==> src/rtl/layer_pass_scheduler_if.sv <==
// Bundle between the layer pass scheduler and its surroundings: layer config
// and start request in, per-pass addresses, indices and status out.
interface layer_pass_scheduler_if #(
  parameter int unsigned TILE_BITS = 8
);
  localparam int unsigned ADDR_W = 32;

  logic                 layer_start;
  logic [ADDR_W-1:0]    layer_op_config;
  logic [TILE_BITS-1:0] num_c_tiles;
  logic [TILE_BITS-1:0] num_m_tiles;
  logic [ADDR_W-1:0]    filter_base;
  logic [ADDR_W-1:0]    ifmap_base;
  logic [ADDR_W-1:0]    bias_base;
  logic [ADDR_W-1:0]    opsum_base;
  logic [ADDR_W-1:0]    filter_pass_bytes;
  logic [ADDR_W-1:0]    ifmap_tile_bytes;
  logic [ADDR_W-1:0]    bias_tile_bytes;
  logic [ADDR_W-1:0]    opsum_tile_bytes;
  logic                 pass_done;

  logic [ADDR_W-1:0]    op_config;
  logic                 bias_ipsum_sel;
  logic [ADDR_W-1:0]    filter_baseaddr;
  logic [ADDR_W-1:0]    ifmap_baseaddr;
  logic [ADDR_W-1:0]    bias_baseaddr;
  logic [ADDR_W-1:0]    opsum_baseaddr;
  logic [TILE_BITS-1:0] c_idx;
  logic [TILE_BITS-1:0] m_idx;
  logic                 busy;
  logic                 layer_done;

  modport slave (
    input  layer_start, layer_op_config, num_c_tiles, num_m_tiles,
           filter_base, ifmap_base, bias_base, opsum_base,
           filter_pass_bytes, ifmap_tile_bytes, bias_tile_bytes, opsum_tile_bytes,
           pass_done,
    output op_config, bias_ipsum_sel, filter_baseaddr, ifmap_baseaddr,
           bias_baseaddr, opsum_baseaddr, c_idx, m_idx, busy, layer_done
  );

  modport master (
    output layer_start, layer_op_config, num_c_tiles, num_m_tiles,
           filter_base, ifmap_base, bias_base, opsum_base,
           filter_pass_bytes, ifmap_tile_bytes, bias_tile_bytes, opsum_tile_bytes,
           pass_done,
    input  op_config, bias_ipsum_sel, filter_baseaddr, ifmap_baseaddr,
           bias_baseaddr, opsum_baseaddr, c_idx, m_idx, busy, layer_done
  );
endinterface

==> src/rtl/layer_pass_scheduler.sv <==
// Walks a layer as m-tile (outer) x c-tile (inner) passes, presenting per-pass
// addresses to the pass controller and issuing one start per pass.
module layer_pass_scheduler #(
  parameter int unsigned TILE_BITS = 8
) (
  input  logic                   clk,
  input  logic                   rst,
  layer_pass_scheduler_if.slave  bus
);
  localparam int unsigned ADDR_W = 32;
  localparam int unsigned CFG_W  = 31;

  typedef enum logic [2:0] {IDLE, ISSUE, WAIT, NEXT, DONE} state_t;

  state_t               state_q, state_d;
  logic [CFG_W-1:0]     cfg_q, cfg_d;
  logic [TILE_BITS-1:0] num_c_q, num_c_d, num_m_q, num_m_d;
  logic [ADDR_W-1:0]    ifmap_base_q, ifmap_base_d;
  logic [ADDR_W-1:0]    fpb_q, fpb_d, itb_q, itb_d, btb_q, btb_d, otb_q, otb_d;
  logic [ADDR_W-1:0]    filter_q, filter_d, ifmap_q, ifmap_d;
  logic [ADDR_W-1:0]    bias_q, bias_d, opsum_q, opsum_d;
  logic [TILE_BITS-1:0] c_q, c_d, m_q, m_d;
  logic                 sel_q, sel_d, issue_q, issue_d;
  logic                 busy_q, busy_d, done_q, done_d;

  always_ff @(posedge clk or posedge rst) begin
    if (rst) state_q <= IDLE;
    else     state_q <= state_d;
  end

  // Next state plus next value of every registered output and latched config.
  always_comb begin
    state_d      = state_q;
    cfg_d        = cfg_q;
    num_c_d      = num_c_q;
    num_m_d      = num_m_q;
    ifmap_base_d = ifmap_base_q;
    fpb_d        = fpb_q;
    itb_d        = itb_q;
    btb_d        = btb_q;
    otb_d        = otb_q;
    filter_d     = filter_q;
    ifmap_d      = ifmap_q;
    bias_d       = bias_q;
    opsum_d      = opsum_q;
    c_d          = c_q;
    m_d          = m_q;

    case (state_q)
      IDLE: begin
        if (bus.layer_start) begin
          cfg_d        = bus.layer_op_config[ADDR_W-1:1];
          num_c_d      = bus.num_c_tiles;
          num_m_d      = bus.num_m_tiles;
          ifmap_base_d = bus.ifmap_base;
          fpb_d        = bus.filter_pass_bytes;
          itb_d        = bus.ifmap_tile_bytes;
          btb_d        = bus.bias_tile_bytes;
          otb_d        = bus.opsum_tile_bytes;
          filter_d     = bus.filter_base;
          ifmap_d      = bus.ifmap_base;
          bias_d       = bus.bias_base;
          opsum_d      = bus.opsum_base;
          c_d          = '0;
          m_d          = '0;
          state_d      = (bus.num_c_tiles == '0 || bus.num_m_tiles == '0) ? DONE : ISSUE;
        end
      end
      ISSUE: state_d = WAIT;
      WAIT:  if (bus.pass_done) state_d = NEXT;
      NEXT: begin
        if (c_q != TILE_BITS'(num_c_q - TILE_BITS'(1))) begin
          c_d      = TILE_BITS'(c_q + TILE_BITS'(1));
          filter_d = filter_q + fpb_q;
          ifmap_d  = ifmap_q + itb_q;
          state_d  = ISSUE;
        end else if (m_q != TILE_BITS'(num_m_q - TILE_BITS'(1))) begin
          c_d      = '0;
          m_d      = TILE_BITS'(m_q + TILE_BITS'(1));
          filter_d = filter_q + fpb_q;
          ifmap_d  = ifmap_base_q;
          bias_d   = bias_q + btb_q;
          opsum_d  = opsum_q + otb_q;
          state_d  = ISSUE;
        end else begin
          state_d  = DONE;
        end
      end
      DONE:    state_d = IDLE;
      default: state_d = IDLE;
    endcase

    sel_d   = (c_d == '0);
    issue_d = (state_d == ISSUE);
    busy_d  = (state_d != IDLE);
    done_d  = (state_d == DONE);
  end

  always_ff @(posedge clk or posedge rst) begin
    if (rst) begin
      cfg_q        <= '0;
      num_c_q      <= '0;
      num_m_q      <= '0;
      ifmap_base_q <= '0;
      fpb_q        <= '0;
      itb_q        <= '0;
      btb_q        <= '0;
      otb_q        <= '0;
      filter_q     <= '0;
      ifmap_q      <= '0;
      bias_q       <= '0;
      opsum_q      <= '0;
      c_q          <= '0;
      m_q          <= '0;
      sel_q        <= 1'b1;
      issue_q      <= 1'b0;
      busy_q       <= 1'b0;
      done_q       <= 1'b0;
    end else begin
      cfg_q        <= cfg_d;
      num_c_q      <= num_c_d;
      num_m_q      <= num_m_d;
      ifmap_base_q <= ifmap_base_d;
      fpb_q        <= fpb_d;
      itb_q        <= itb_d;
      btb_q        <= btb_d;
      otb_q        <= otb_d;
      filter_q     <= filter_d;
      ifmap_q      <= ifmap_d;
      bias_q       <= bias_d;
      opsum_q      <= opsum_d;
      c_q          <= c_d;
      m_q          <= m_d;
      sel_q        <= sel_d;
      issue_q      <= issue_d;
      busy_q       <= busy_d;
      done_q       <= done_d;
    end
  end

  assign bus.op_config       = {cfg_q, issue_q};
  assign bus.bias_ipsum_sel  = sel_q;
  assign bus.filter_baseaddr = filter_q;
  assign bus.ifmap_baseaddr  = ifmap_q;
  assign bus.bias_baseaddr   = bias_q;
  assign bus.opsum_baseaddr  = opsum_q;
  assign bus.c_idx           = c_q;
  assign bus.m_idx           = m_q;
  assign bus.busy            = busy_q;
  assign bus.layer_done      = done_q;
endmodule

==> src/flat_wrapper.sv <==
// flat-port wrapper written by rule: the top's interface ports become plain ports
module layer_pass_scheduler_flat 
#(
  parameter int unsigned TILE_BITS = 8
)
  (clk, rst, bus_layer_start, bus_layer_op_config, bus_num_c_tiles, bus_num_m_tiles, bus_filter_base, bus_ifmap_base, bus_bias_base, bus_opsum_base, bus_filter_pass_bytes, bus_ifmap_tile_bytes, bus_bias_tile_bytes, bus_opsum_tile_bytes, bus_pass_done, bus_op_config, bus_bias_ipsum_sel, bus_filter_baseaddr, bus_ifmap_baseaddr, bus_bias_baseaddr, bus_opsum_baseaddr, bus_c_idx, bus_m_idx, bus_busy, bus_layer_done);
  layer_pass_scheduler_if #(.TILE_BITS(TILE_BITS)) bus_i ();
  input  logic clk;
  input  logic rst;
  input wire logic [$bits(bus_i.layer_start)-1:0] bus_layer_start;
  input wire logic [$bits(bus_i.layer_op_config)-1:0] bus_layer_op_config;
  input wire logic [$bits(bus_i.num_c_tiles)-1:0] bus_num_c_tiles;
  input wire logic [$bits(bus_i.num_m_tiles)-1:0] bus_num_m_tiles;
  input wire logic [$bits(bus_i.filter_base)-1:0] bus_filter_base;
  input wire logic [$bits(bus_i.ifmap_base)-1:0] bus_ifmap_base;
  input wire logic [$bits(bus_i.bias_base)-1:0] bus_bias_base;
  input wire logic [$bits(bus_i.opsum_base)-1:0] bus_opsum_base;
  input wire logic [$bits(bus_i.filter_pass_bytes)-1:0] bus_filter_pass_bytes;
  input wire logic [$bits(bus_i.ifmap_tile_bytes)-1:0] bus_ifmap_tile_bytes;
  input wire logic [$bits(bus_i.bias_tile_bytes)-1:0] bus_bias_tile_bytes;
  input wire logic [$bits(bus_i.opsum_tile_bytes)-1:0] bus_opsum_tile_bytes;
  input wire logic [$bits(bus_i.pass_done)-1:0] bus_pass_done;
  output wire logic [$bits(bus_i.op_config)-1:0] bus_op_config;
  output wire logic [$bits(bus_i.bias_ipsum_sel)-1:0] bus_bias_ipsum_sel;
  output wire logic [$bits(bus_i.filter_baseaddr)-1:0] bus_filter_baseaddr;
  output wire logic [$bits(bus_i.ifmap_baseaddr)-1:0] bus_ifmap_baseaddr;
  output wire logic [$bits(bus_i.bias_baseaddr)-1:0] bus_bias_baseaddr;
  output wire logic [$bits(bus_i.opsum_baseaddr)-1:0] bus_opsum_baseaddr;
  output wire logic [$bits(bus_i.c_idx)-1:0] bus_c_idx;
  output wire logic [$bits(bus_i.m_idx)-1:0] bus_m_idx;
  output wire logic [$bits(bus_i.busy)-1:0] bus_busy;
  output wire logic [$bits(bus_i.layer_done)-1:0] bus_layer_done;
  assign bus_i.layer_start = bus_layer_start;
  assign bus_i.layer_op_config = bus_layer_op_config;
  assign bus_i.num_c_tiles = bus_num_c_tiles;
  assign bus_i.num_m_tiles = bus_num_m_tiles;
  assign bus_i.filter_base = bus_filter_base;
  assign bus_i.ifmap_base = bus_ifmap_base;
  assign bus_i.bias_base = bus_bias_base;
  assign bus_i.opsum_base = bus_opsum_base;
  assign bus_i.filter_pass_bytes = bus_filter_pass_bytes;
  assign bus_i.ifmap_tile_bytes = bus_ifmap_tile_bytes;
  assign bus_i.bias_tile_bytes = bus_bias_tile_bytes;
  assign bus_i.opsum_tile_bytes = bus_opsum_tile_bytes;
  assign bus_i.pass_done = bus_pass_done;
  assign bus_op_config = bus_i.op_config;
  assign bus_bias_ipsum_sel = bus_i.bias_ipsum_sel;
  assign bus_filter_baseaddr = bus_i.filter_baseaddr;
  assign bus_ifmap_baseaddr = bus_i.ifmap_baseaddr;
  assign bus_bias_baseaddr = bus_i.bias_baseaddr;
  assign bus_opsum_baseaddr = bus_i.opsum_baseaddr;
  assign bus_c_idx = bus_i.c_idx;
  assign bus_m_idx = bus_i.m_idx;
  assign bus_busy = bus_i.busy;
  assign bus_layer_done = bus_i.layer_done;
  layer_pass_scheduler #(.TILE_BITS(TILE_BITS)) u_core (.clk(clk), .rst(rst), .bus(bus_i));
endmodule
==> config.mk <==
export PLATFORM = sky130hd
export DESIGN_NAME = layer_pass_scheduler_flat
export DESIGN_NICKNAME = d
export VERILOG_FILES = /design/src/rtl/layer_pass_scheduler_if.sv /design/src/rtl/layer_pass_scheduler.sv /design/src/flat_wrapper.sv
export SDC_FILE = /design/constraint.sdc
export NUM_CORES = 1
export LEC_CHECK = 0
export BUFFER_PORTS_ARGS = -buffer_cell sky130_fd_sc_hd__buf_2
export CAP_MARGIN = 20
export CELL_PAD_IN_SITES_DETAIL_PLACEMENT = 1
export CELL_PAD_IN_SITES_GLOBAL_PLACEMENT = 1
export CORE_ASPECT_RATIO = 0.8
export CORE_MARGIN = 1.5
export CORE_UTILIZATION = 37
export CTS_CLUSTER_SIZE = 10
export DETAILED_ROUTE_END_ITERATION = 8
export GPL_TIMING_DRIVEN = 0
export PLACE_DENSITY_LB_ADDON = 0.1
export SYNTH_ARGS = -nofsm -noshare
export SYNTH_HDL_FRONTEND = slang
export SYNTH_SLANG_ARGS = --single-unit
export TNS_END_PERCENT = 100
==> constraint.sdc <==
create_clock -name clk -period 10.6 [get_ports clk]
set_input_delay 0.53 -clock clk [delete_from_list [all_inputs] [get_ports clk]]
set_output_delay 0.53 -clock clk [all_outputs]
set_load 0.02 [all_outputs]
[Word level (Yosys, flattened, before mapping)]
Index checks and enable logic that the tools add are counted.
Word-level totals
  register bits: 358
Operators by class
  reduce and logical (&&, ||, !) cells: 10
  equal/unequal tests: 11
  muxes and demuxes: 30
  $add $sub $neg: 8
Operators with widths (count)
  2-to-1 mux 32 bit: 12
  one-hot mux 32 bit (2 select lines): 4
  adder 32 bit: 4
  2-to-1 mux 8 bit: 6
  one-hot mux 8 bit (2 select lines): 2
  logical NOT 8 bit: 3
  adder 8 x 1 -> 8 bit (second input constant): 2
  inequality test 8 bit: 2
  subtractor 8 x 1 -> 8 bit (second input constant): 2
  2-to-1 mux 3 bit: 5
  one-hot mux 3 bit (4 select lines): 1
  equality test 3 x 1 -> 1 bit (second input constant): 2
  equality test 3 x 2 -> 1 bit (second input constant): 2
  inequality test 2 bit (second input constant): 2
  AND reduction 4 bit: 1
  equality test 3 bit (second input constant): 1
  logical NOT 3 bit: 1
  inequality test 3 x 1 -> 1 bit (second input constant): 1
  AND reduction 3 bit: 1
  nonzero test 3 bit: 1
  inequality test 2 x 1 -> 1 bit (second input constant): 1
  AND reduction 2 bit: 1
  nonzero test 2 bit: 1
  logical OR 1 bit: 1

[Longest topological paths before layout]
Gate-level depths: netlist of the first run.
  depth in word-level cells: 6
  depth in mapped cells: 13
  mapped depth without buffers: 13

[Worst setup path before layout of the first run]
Ideal clock, no wire load.
  kind: register to register
  start point: reg u_core.opsum_q[0], in the netlist u_core.bus.opsum_baseaddr[0]
  end point: reg u_core.opsum_q[28], in the netlist u_core.bus.opsum_baseaddr[28]
  setup slack: 7.583 ns
  stages on the path, launching flop included: 13
  path buffers: 0
  data required time: 10.523 ns
  arrival: 2.939 ns
  cells stage by stage: dfrtp_1 ha_1 inv_1 fa_1 nor2b_1 o2111ai_1 a21oi_1 o21ai_1 a311oi_1 a211o_1 o311a_1 mux2_2 a21oi_1
On the way
  word-level cells in the longest chain between the ends: 4
Ends and longest elaborated chain
  start, declared: line layer_pass_scheduler.sv:21  | logic [ADDR_W-1:0] bias_q, bias_d, opsum_q, opsum_d;
  start signal, assigned: line layer_pass_scheduler.sv:131  | opsum_q <= opsum_d;
  adder 32 bit: line layer_pass_scheduler.sv:83  | opsum_d = opsum_q + otb_q;
  2-to-1 mux 32 bit: line layer_pass_scheduler.sv:77  | end else if (m_q != TILE_BITS'(num_m_q - TILE_BITS'(1))) begin
  2-to-1 mux 32 bit: line layer_pass_scheduler.sv:72  | if (c_q != TILE_BITS'(num_c_q - TILE_BITS'(1))) begin
  one-hot mux 32 bit (2 select lines): line layer_pass_scheduler.sv:49  | case (state_q)
Every way passes these cells. The select of a mux whose other input is x is not followed.
A chain may end at the register's enable or synchronous reset.

[Final worst setup path of the first run]
  start point: reg u_core.ifmap_q[6], in the netlist u_core.bus.ifmap_baseaddr[6]
  end point: reg u_core.ifmap_q[31], in the netlist u_core.bus.ifmap_baseaddr[31]
On the way
  word-level cells in the longest chain between the ends: 3
Ends and longest elaborated chain
  start, declared: line layer_pass_scheduler.sv:20  | logic [ADDR_W-1:0] filter_q, filter_d, ifmap_q, ifmap_d;
  start signal, assigned: line layer_pass_scheduler.sv:129  | ifmap_q <= ifmap_d;
  adder 32 bit: line layer_pass_scheduler.sv:75  | ifmap_d = ifmap_q + itb_q;
  2-to-1 mux 32 bit: line layer_pass_scheduler.sv:72
  one-hot mux 32 bit (2 select lines): line layer_pass_scheduler.sv:49
Every way passes these cells.

==> flow_summary.toml, run 1 <==
[placed_design]
portBuffers = 485
place_congestion = 0.919
dpl.hpwl_um = 70800
dp.cells = 3852
dp_slack_ps = 6890

[grt]
grt_overflow_total = 0
grt_pass1_vias = 22300
grt_max_degree = 123
grt_usage_pct = 30.4
grt_pass1_wl_um = 137000
antenna_found_initial = 8

[clock_tree]
postCtsResizedCells = 0
cts_hold_buf = 1
clkTransAtPathRegs_ps = 60
cts_tree = "built"
clockRootBuffer = "clkbuf_16"
cts.sinks = 358
ctsHtreeMaxLevel = 2
clock_path_buffers = 3
cts_made_buffers = 44
clk_latency_ps = 580
cts_setup_buffers = 0

[sta]
slew_viol_final = 0
worst_pin_slew_ps = 1160
rsz0062_at_grt = "false"
final_hold_viol_count = 0
fin_crit_sh_pct = 36.9
setup_tns_ps = 0
finalClockSkew_ps = 23.9
clock.fmax_mhz = 255
slew_headroom_pct = 22.9
setup_ws_ps = 6680
setup_violations = 0
period_needed_ps = 3920

[layout]
multi_input_area_mm2 = 0.0117
fin_cells = 3934
layout.nets = 3580
final.fill_count = 7031
regArea_mm2 = 0.00896
drive_above_1_share_pct = 19.7
final_cell_mix = "nand2_1, buf_2, dfrtp_1"
fin_util_pct = 46.3
syn2layout_area_growth_pct = 23.1
final_common_cell = "nand2_1"

[detailed_routing]
ant_nets = 0
wirelength_um = 91100
via_per_inst = 5.46
drt_iter0_markers = 1332
wl_per_cell_um = 23.2
drtPass1Iterations = 5
vias = 21500
drc = 0

[critical_path]
crit_arrival_ps = 4360
cp_cell_sequence = "ha_1, a2111oi_0, o21a_1, nor3_1, o21ba_2, o31ai_1, a21oi_1, o41ai_1, o21ai_0, mux2i_1, o221ai_1"
rr_endpoint = "u_core.bus.ifmap_baseaddr[31]"
reg2reg_setup_slack_ps = 6680
startpoint_type = "flop"
cp_top_family = "compound AO/OA/AOI/OAI gates"
max_stage_delay_ps = 610
r2r_start = "u_core.bus.ifmap_baseaddr[6]"
worstPathRequired_ps = 11050
worst-setup-path-type = "flop to flop"
rr_worst_depth = 11
crit_path_end_kind = "flop"
path_buf_inv = 0
cp_slowest_cell = "a2111oi_0"
path_max_fanout = 5

[min_path]
hold_class = "primary input to flop"
min_from = "bus_ifmap_tile_bytes[19]"
holdPathStages = 3
min_to = "u_core.itb_q[19]"

[power_and_ir_drop]
peakVddDrop_mv = 0.137
p_per_area_mw_per_mm2 = 390
leakage_uw = 0.0133

[floorplanning]
die_area_mm2 = 0.0593
floorplan.core_area_mm2 = 0.0569
start_util_pct = 37.6
rows = 78
die_width_um = 272
die_h_um = 218
boundaryPins = 487

[synthesis]
syn_inst = 2598
ys_warn_count = 0
ys_seq_elements = 358
synth_area_leaders = "dfrtp_1, nand2_1, ha_1"
synth_top_area_share_pct = 41.8
synth-async-reset-ratio_pct = 100
synth_ff_type = "dfrtp_1"
syn_area_per_cell_um2 = 8.23
ys_types = 89
yosysTopAreaCell = "dfrtp_1"
syn_area_mm2 = 0.0214
syn_nets = 3038
ys_seq_area_share_pct = 41.9
synth-edff-count = 0

[status]
outcome = "finished clean"

[flow_run]
maxCapViolCount = 0
metrics by stage:
stage / cell area [µm²] / hold WS [ps] / total power [µW]
after floorplan: 21400 / 439 / 6640
after global placement: 24800 / 453 / 8430
after detailed placement: 25000 / 461 / 8700
after CTS: 26300 / 111 / 10200
after global routing: 26300 / 136 / 11000
final: 26300 / 134 / 10300
synth_stat cells (17+ instances only):
| cell | instances |
|---|---|
| a211oi_1 | 27 |
| a21o_1 | 57 |
| a21oi_1 | 163 |
| a31oi_1 | 48 |
| clkbuf_1 | 81 |
| dfrtp_1 | 357 |
| ha_1 | 128 |
| inv_1 | 60 |
| nand2_1 | 816 |
| nand2b_1 | 17 |
| nand3_1 | 41 |
| nor2_1 | 173 |
| nor3_1 | 29 |
| o211ai_1 | 25 |
| o21ai_0 | 148 |
| o21ai_1 | 22 |
| xnor2_1 | 69 |
| xor2_1 | 56 |
per-layer routing:
layer | vias to the layer above | routed length [µm] | GRT usage [%]
li1 | 9998 | - | -
met1 | 10800 | 41400 | 42.0
met2 | 594 | 41600 | 48.9
met3 | 122 | 5820 | 5.75
met4 | 6 | 2250 | 8.13
met5 | - | 40 | 0
cell families (layout without fill, tap and decap cells):
family	after synthesis	in the layout	synth area share, %
compound gates	606	606	17.7
xor+xnor	125	125	5.12
fa+ha+maj	132	132	7.86
buf+inv	175	745	3.58
flops	358	358	41.9
mux	11	11	0.550
other cells	0	6	0
simple gates	1191	1191	23.3
worst min-delay path, cell delays in order:
cell and delay (ps):
buf_2 70, nand2_1 40, nand2_1 40
power breakdown:
part | switching (µW) | internal, µW | total (µW)
Clock | 633 | 841 | 1470
Combinational | 3950 | 2270 | 6230
Sequential | 548 | 2010 | 2560
Total | 5130 | 5120 | 10300
worst max path at each step:
stage	slack (ps)	start	to	depth (start not counted)
2_1_floorplan	140	rst	u_core.btb_q[0]	1
3_3_place_gp	-4690	rst	u_core.otb_q[11]	2
3_5_place_dp	6890	u_core.bus.ifmap_baseaddr[6]	u_core.bus.ifmap_baseaddr[31]	11
4_1_cts	6850	u_core.bus.ifmap_baseaddr[6]	u_core.bus.ifmap_baseaddr[31]	11
5_1_grt	6420	u_core.bus.ifmap_baseaddr[6]	u_core.bus.ifmap_baseaddr[31]	11
6_report	6680	u_core.bus.ifmap_baseaddr[6]	u_core.bus.ifmap_baseaddr[31]	11
layout make-up:
class	count	area share (%)
inverters	60	0.884
well taps	760	3.61
clock buffers	71	4.99
flip-flops and latches	358	34.0
diodes	6	0.0570
repair buffers	496	10.0
multi-input cells	2065	44.3
plain buffers	115	2.06
clock inverters	3	0.0855
Power figures use the tool's default switching activity.
==> run 2, diff against run 1 <==
CORE_UTILIZATION = 41   (was 37)
clock period = 3.8 ns   (was 10.6 ns; I/O delays follow)
==> run 2 against run 1 <==
  * Sequential share of layout area down 3.3 points
  * Flip-flop and latch count unchanged
  * Global-route usage rose by 6.8 points
  * Largest power group unchanged
  * Highest routed layer unchanged
==> flow_summary.toml, run 2 (same netlist as run 1, synthesis figures left out) <==
[grt]
antenna_found_initial = 10
grt_pass1_wl_um = 153000
grt_max_degree = 41
grt_usage_pct = 37.2
grt_pass1_vias = 25500
grt_overflow_total = 0

[sta]
clock.fmax_mhz = 275
period_needed_ps = 3640
finalClockSkew_ps = 16.7
fin_crit_sh_pct = 95.8
slew_headroom_pct = 18.3
final_hold_viol_count = 0
rsz0062_at_grt = "false"
setup_violations = 0
setup_ws_ps = 160
slew_viol_final = 0
worst_pin_slew_ps = 1230

[placed_design]
portBuffers = 485
dpl.hpwl_um = 70200
place_area_mm2 = 0.0249
dp_slack_ps = 50.9
place_congestion = 0.902

[min_path]
min_from = "bus_filter_base[31]"
hold_class = "primary input to flop"
holdPathStages = 3
min_to = "u_core.bus.filter_baseaddr[31]"

[floorplanning]
floorplan.core_area_mm2 = 0.0513
die_h_um = 207
die_width_um = 258
die_area_mm2 = 0.0536
start_util_pct = 41.7
rows = 74
boundaryPins = 487

[clock_tree]
clock_path_buffers = 3
cts_tree = "built"
cts.sinks = 358
clkTransAtPathRegs_ps = 60
clk_latency_ps = 580
clockRootBuffer = "clkbuf_16"
ctsHtreeMaxLevel = 2
cts_made_buffers = 43

[detailed_routing]
vias = 23600
ant_nets = 0
drtPass1Iterations = 5
via_per_inst = 5.67
wl_per_cell_um = 24.3
drt_iter0_markers = 1573
wirelength_um = 101000
drc = 0

[critical_path]
crit_path_end_kind = "flop"
worstPathRequired_ps = 4260
r2r_start = "u_core.state_q[1]"
max_stage_delay_ps = 950
path_buf_inv = 3
startpoint_type = "flop"
cp_top_family = "buffers and inverters"
rr_endpoint = "u_core.bus.bias_baseaddr[20]"
path_max_fanout = 10
startpoint = "u_core.state_q[1]"
cp_cell_sequence = "nor2b_1, nand2_1, clkbuf_1, clkdlybuf4s15_1, clkbuf_1, nand2_1, a31oi_1"
reg2reg_setup_slack_ps = 160
rr_worst_depth = 7
crit_arrival_ps = 4100
cp_slowest_cell = "clkdlybuf4s15_1"
worst-setup-path-type = "flop to flop"

[power_and_ir_drop]
intPower_uw = 14300
p_comb_share_pct = 61.7
leakage_uw = 0.0145
p_sw_uw = 14800
peakVddDrop_mv = 0.407
sw_frac_of_total_pct = 50.9
seq_power_share_pct = 24.9
clkPwrFrac_pct = 13.4
p_per_area_mw_per_mm2 = 997

[layout]
layout.nets = 3879
fin_area_mm2 = 0.0292
syn2layout_area_growth_pct = 36.5
final_cell_mix = "nand2_1, buf_2, dfrtp_1"
final_common_cell = "nand2_1"
drive_above_1_share_pct = 18.0

[status]
outcome = "finished clean"

[flow_run]
maxCapViolCount = 0
==> run 2: cell types whose count changed in the layout (fill, tap and decap cells not counted), sizes merged <==
| cell | delta |
|---|---|
| dlygate4sd3 | +296 |
| clkbuf | -6 |
| diode | +4 |
| buf | +3 |
| inv | -2 |
| clkdlybuf4s15 | +1 |
| clkinvlp | +1 |
==> run 2: worst max path at each step <==
stage,endpoint,slack (ps),cells after the start
4_1_cts,u_core.bus.ifmap_baseaddr[29],40,7
6_report,u_core.bus.bias_baseaddr[20],160,7
3_5_place_dp,u_core.bus.ifmap_baseaddr[29],50,7
3_3_place_gp,u_core.otb_q[11],-3630,2
5_1_grt,u_core.bus.bias_baseaddr[20],30,7
2_1_floorplan,u_core.btb_q[0],-1190,1
==> run 2: routing by layer <==
metal  track usage (%)  up-vias  wire, µm
li1                  -    10600         -
met1              47.8    11800     42500
met2              61.0      916     47200
met3              6.50      258      6420
met4              17.3        2      4790
met5                 0        -        13
==> run 2: worst min-delay path, stage by stage <==
cell and delay [ps]:
buf_2 110, mux2i_1 80, a22oi_1 170
==> run 2: final cells by class <==
cell class                      count  area (µm²)
Tap cell                          684         856
Multi-Input combinational cell   2065       11700
Clock buffer                       65        1210
Buffer                            115         548
Timing Repair Buffer              796        5660
Clock inverter                      2        13.8
Antenna cell                       10        25.0
Fill cell                        6263       22100
Sequential cell                   358        8960
Inverter                           60         229
==> run 2: what timing repair did <==
action | in CTS | in global routing
setup endpoints to repair | 0 | 15
hold buffers | 297 | 0
buffers inserted | 0 | 0
endpoints found under the hold margin | 381 | 0
gates resized for setup | 0 | 10
==> run 2: power by group through the flow <==
stage	registers, µW	logic [µW]	clock network, µW
finish	7240	18000	3920
global route	7390	19600	4060
CTS	7140	17400	3900
detailed placement	7170	17000	0
global placement	7110	16300	0
floorplan	7730	10800	0
==> run 2: stage by stage <==
stage          cells  TNS (ps)  hold slack (ps)  utilization (%)  power (µW)
3_3_place_gp    3767  -1276800              379             48.1       23400
4_1_cts         4145         0             1.44             56.8       28400
2_1_floorplan   2598   -423930              295                -       18500
3_5_place_dp    3781         0              233             48.6       24100
6_report        4155         0             31.8             56.9       29100
5_1_grt         4154         0             41.1             56.9       31000
==> run 3, diff against run 2 <==
SETUP_SLACK_MARGIN = 0.4   (was default)
==> run 3 against run 2 <==
  * Wire length rose by 1.0%
  * Combinational power is 2% higher
  * Global-route usage up 0.16 points
==> flow_summary.toml, run 3 (same netlist as run 1, synthesis figures left out) <==
[sta]
period_needed_ps = 3380
clock.fmax_mhz = 296
final_hold_viol_count = 0
worst_pin_slew_ps = 1260
slew_headroom_pct = 15.9
whs_ps = 29.6
fin_crit_sh_pct = 89.0
rsz0062_at_grt = "true"
slew_viol_final = 0
finalClockSkew_ps = 16.1
setup_violations = 0

[clock_tree]
ctsHtreeMaxLevel = 2
cts_tree = "built"
clk_latency_ps = 570
cts_made_buffers = 43
cts.sinks = 358
clock_path_buffers = 3
clkTransAtPathRegs_ps = 60
clockRootBuffer = "clkbuf_16"

[grt]
grt_overflow_total = 0
grt_pass1_wl_um = 154000
grt_pass1_vias = 25600
grt_usage_pct = 37.4
grt_max_degree = 41
antenna_found_initial = 12

[detailed_routing]
vias = 23600
via_per_inst = 5.67
drtPass1Iterations = 5
drc = 0
ant_nets = 0
wl_per_cell_um = 24.5
drt_iter0_markers = 1666
wirelength_um = 102000

[power_and_ir_drop]
p_per_area_mw_per_mm2 = 1000
peakVddDrop_mv = 0.410
leakage_uw = 0.0147

[placed_design]
dpl.hpwl_um = 70200
place_congestion = 0.902
place_area_mm2 = 0.0249
portBuffers = 485

[critical_path]
startpoint_type = "flop"
cp_cell_sequence = "inv_1, ha_1, nor3b_1, xnor2_1, nand3_1, nor3_4, nand2_1, buf_2, a22oi_1, o21ai_0, nor4_1, o2111a_1"
worst-setup-path-type = "flop to flop"
crit_arrival_ps = 3870
max_stage_delay_ps = 430
cp_top_family = "simple AND/OR/NAND/NOR gates"
path_max_fanout = 10
worstPathRequired_ps = 4290
cp_slowest_cell = "nor4_1"
path_buf_inv = 2
crit_path_end_kind = "flop"

[floorplanning]
boundaryPins = 487
die_width_um = 258
die_area_mm2 = 0.0536
floorplan.core_area_mm2 = 0.0513
die_h_um = 207
rows = 74
start_util_pct = 41.7

[flow_run]
maxCapViolCount = 0

[layout]
fin_area_mm2 = 0.0295
syn2layout_area_growth_pct = 37.8
final_cell_mix = "nand2_1, buf_2, dfrtp_1"
layout.nets = 3890
final.fill_count = 6276
drive_above_1_share_pct = 19.3
final_common_cell = "nand2_1"

[status]
outcome = "finished clean"

[min_path]
hold_class = "primary input to flop"
==> run 3: changes by cell type in the layout (fill, tap and decap cells not counted), moves of 4 or more <==
cell	change
buf_4	+14
clkbuf_2	+10
buf_2	-9
clkbuf_1	-8
o21ai_0	-7
clkbuf_4	+5
o21ai_2	+5
a21oi_1	-4
a21oi_2	+4
a31oi_1	-4
a31oi_2	+4
==> run 3: path summary, 6_finish.rpt <==
check                                                      end  depth (start not counted)  slack [ps]                     from
worst min-delay path            u_core.bus.filter_baseaddr[31]                          3          30      bus_filter_base[31]
worst min register to register         u_core.ifmap_base_q[21]                          2         470  u_core.ifmap_base_q[21]
worst max register to register       u_core.bus.bias_ipsum_sel                         12         420        u_core.num_c_q[0]
worst max-delay path                 u_core.bus.bias_ipsum_sel                         12         420        u_core.num_c_q[0]
min in group asynchronous                     u_core.itb_q[13]                          3         220                      rst
max in group asynchronous         u_core.bus.bias_baseaddr[21]                          6        2440                      rst
==> run 3: what timing repair did <==
| action | 4_1_cts | 5_1_grt |
|---|---|---|
| pin swaps | 2 | 7 |
| gates resized for setup | 14 | 66 |
| endpoints found under the hold margin | 381 | 0 |
| setup endpoints to repair | 44 | 101 |
| hold buffers | 297 | 0 |
| setup buffers | 3 | 8 |
==> run 3: power by group <==
group / internal (µW) / switching (µW) / total, µW / leakage [µW]
Clock: 2170 / 1740 / 3910 / 0.000594
Sequential: 5610 / 1630 / 7240 / 0.00439
Combinational: 6760 / 11700 / 18400 / 0.00969
Total: 14500 / 15000 / 29600 / 0.0147
==> run 3: area by class of cell <==
cell class,instances,area (µm²),share of cell area (%)
clock buffer,65,1210,4.10
timing repair buffer,807,5740,19.5
tap,684,856,2.90
buffer,115,581,1.97
sequential,358,8960,30.4
antenna,11,27.5,0.0934
clock inverter,2,13.8,0.0467
inverter,60,229,0.777
multi-input combinational,2065,11800,40.2
==> run 3: tightest hold or removal path: stages <==
cell,delay (ps)
buf_2,120
mux2i_1,140
a22oi_1,100
==> run 3: layer usage <==
layer / wire length [µm] / global-route usage (%) / vias to the layer above
met5: 41 / 0 / -
met4: 4890 / 17.4 / 6
met3: 6370 / 6.25 / 275
met2: 48000 / 61.5 / 891
met1: 42700 / 48.0 / 11800
li1: - / - / 10600
==> run 3: metrics by stage <==
| stage | total power [µW] | utilization [%] | setup WS [ps] | setup TNS [ps] | std cells |
|---|---|---|---|---|---|
| final | 29600 | 57.4 | 417 | 0 | 4167 |
| after floorplan | 18500 | - | -1190 | -423930 | 2598 |
| after global routing | 31500 | 57.4 | 237 | 0 | 4165 |
| after detailed placement | 24100 | 48.6 | 50.9 | 0 | 3781 |
| after global placement | 23400 | 48.1 | -3630 | -1276800 | 3767 |
| after CTS | 28500 | 56.9 | 405 | 0 | 4148 |
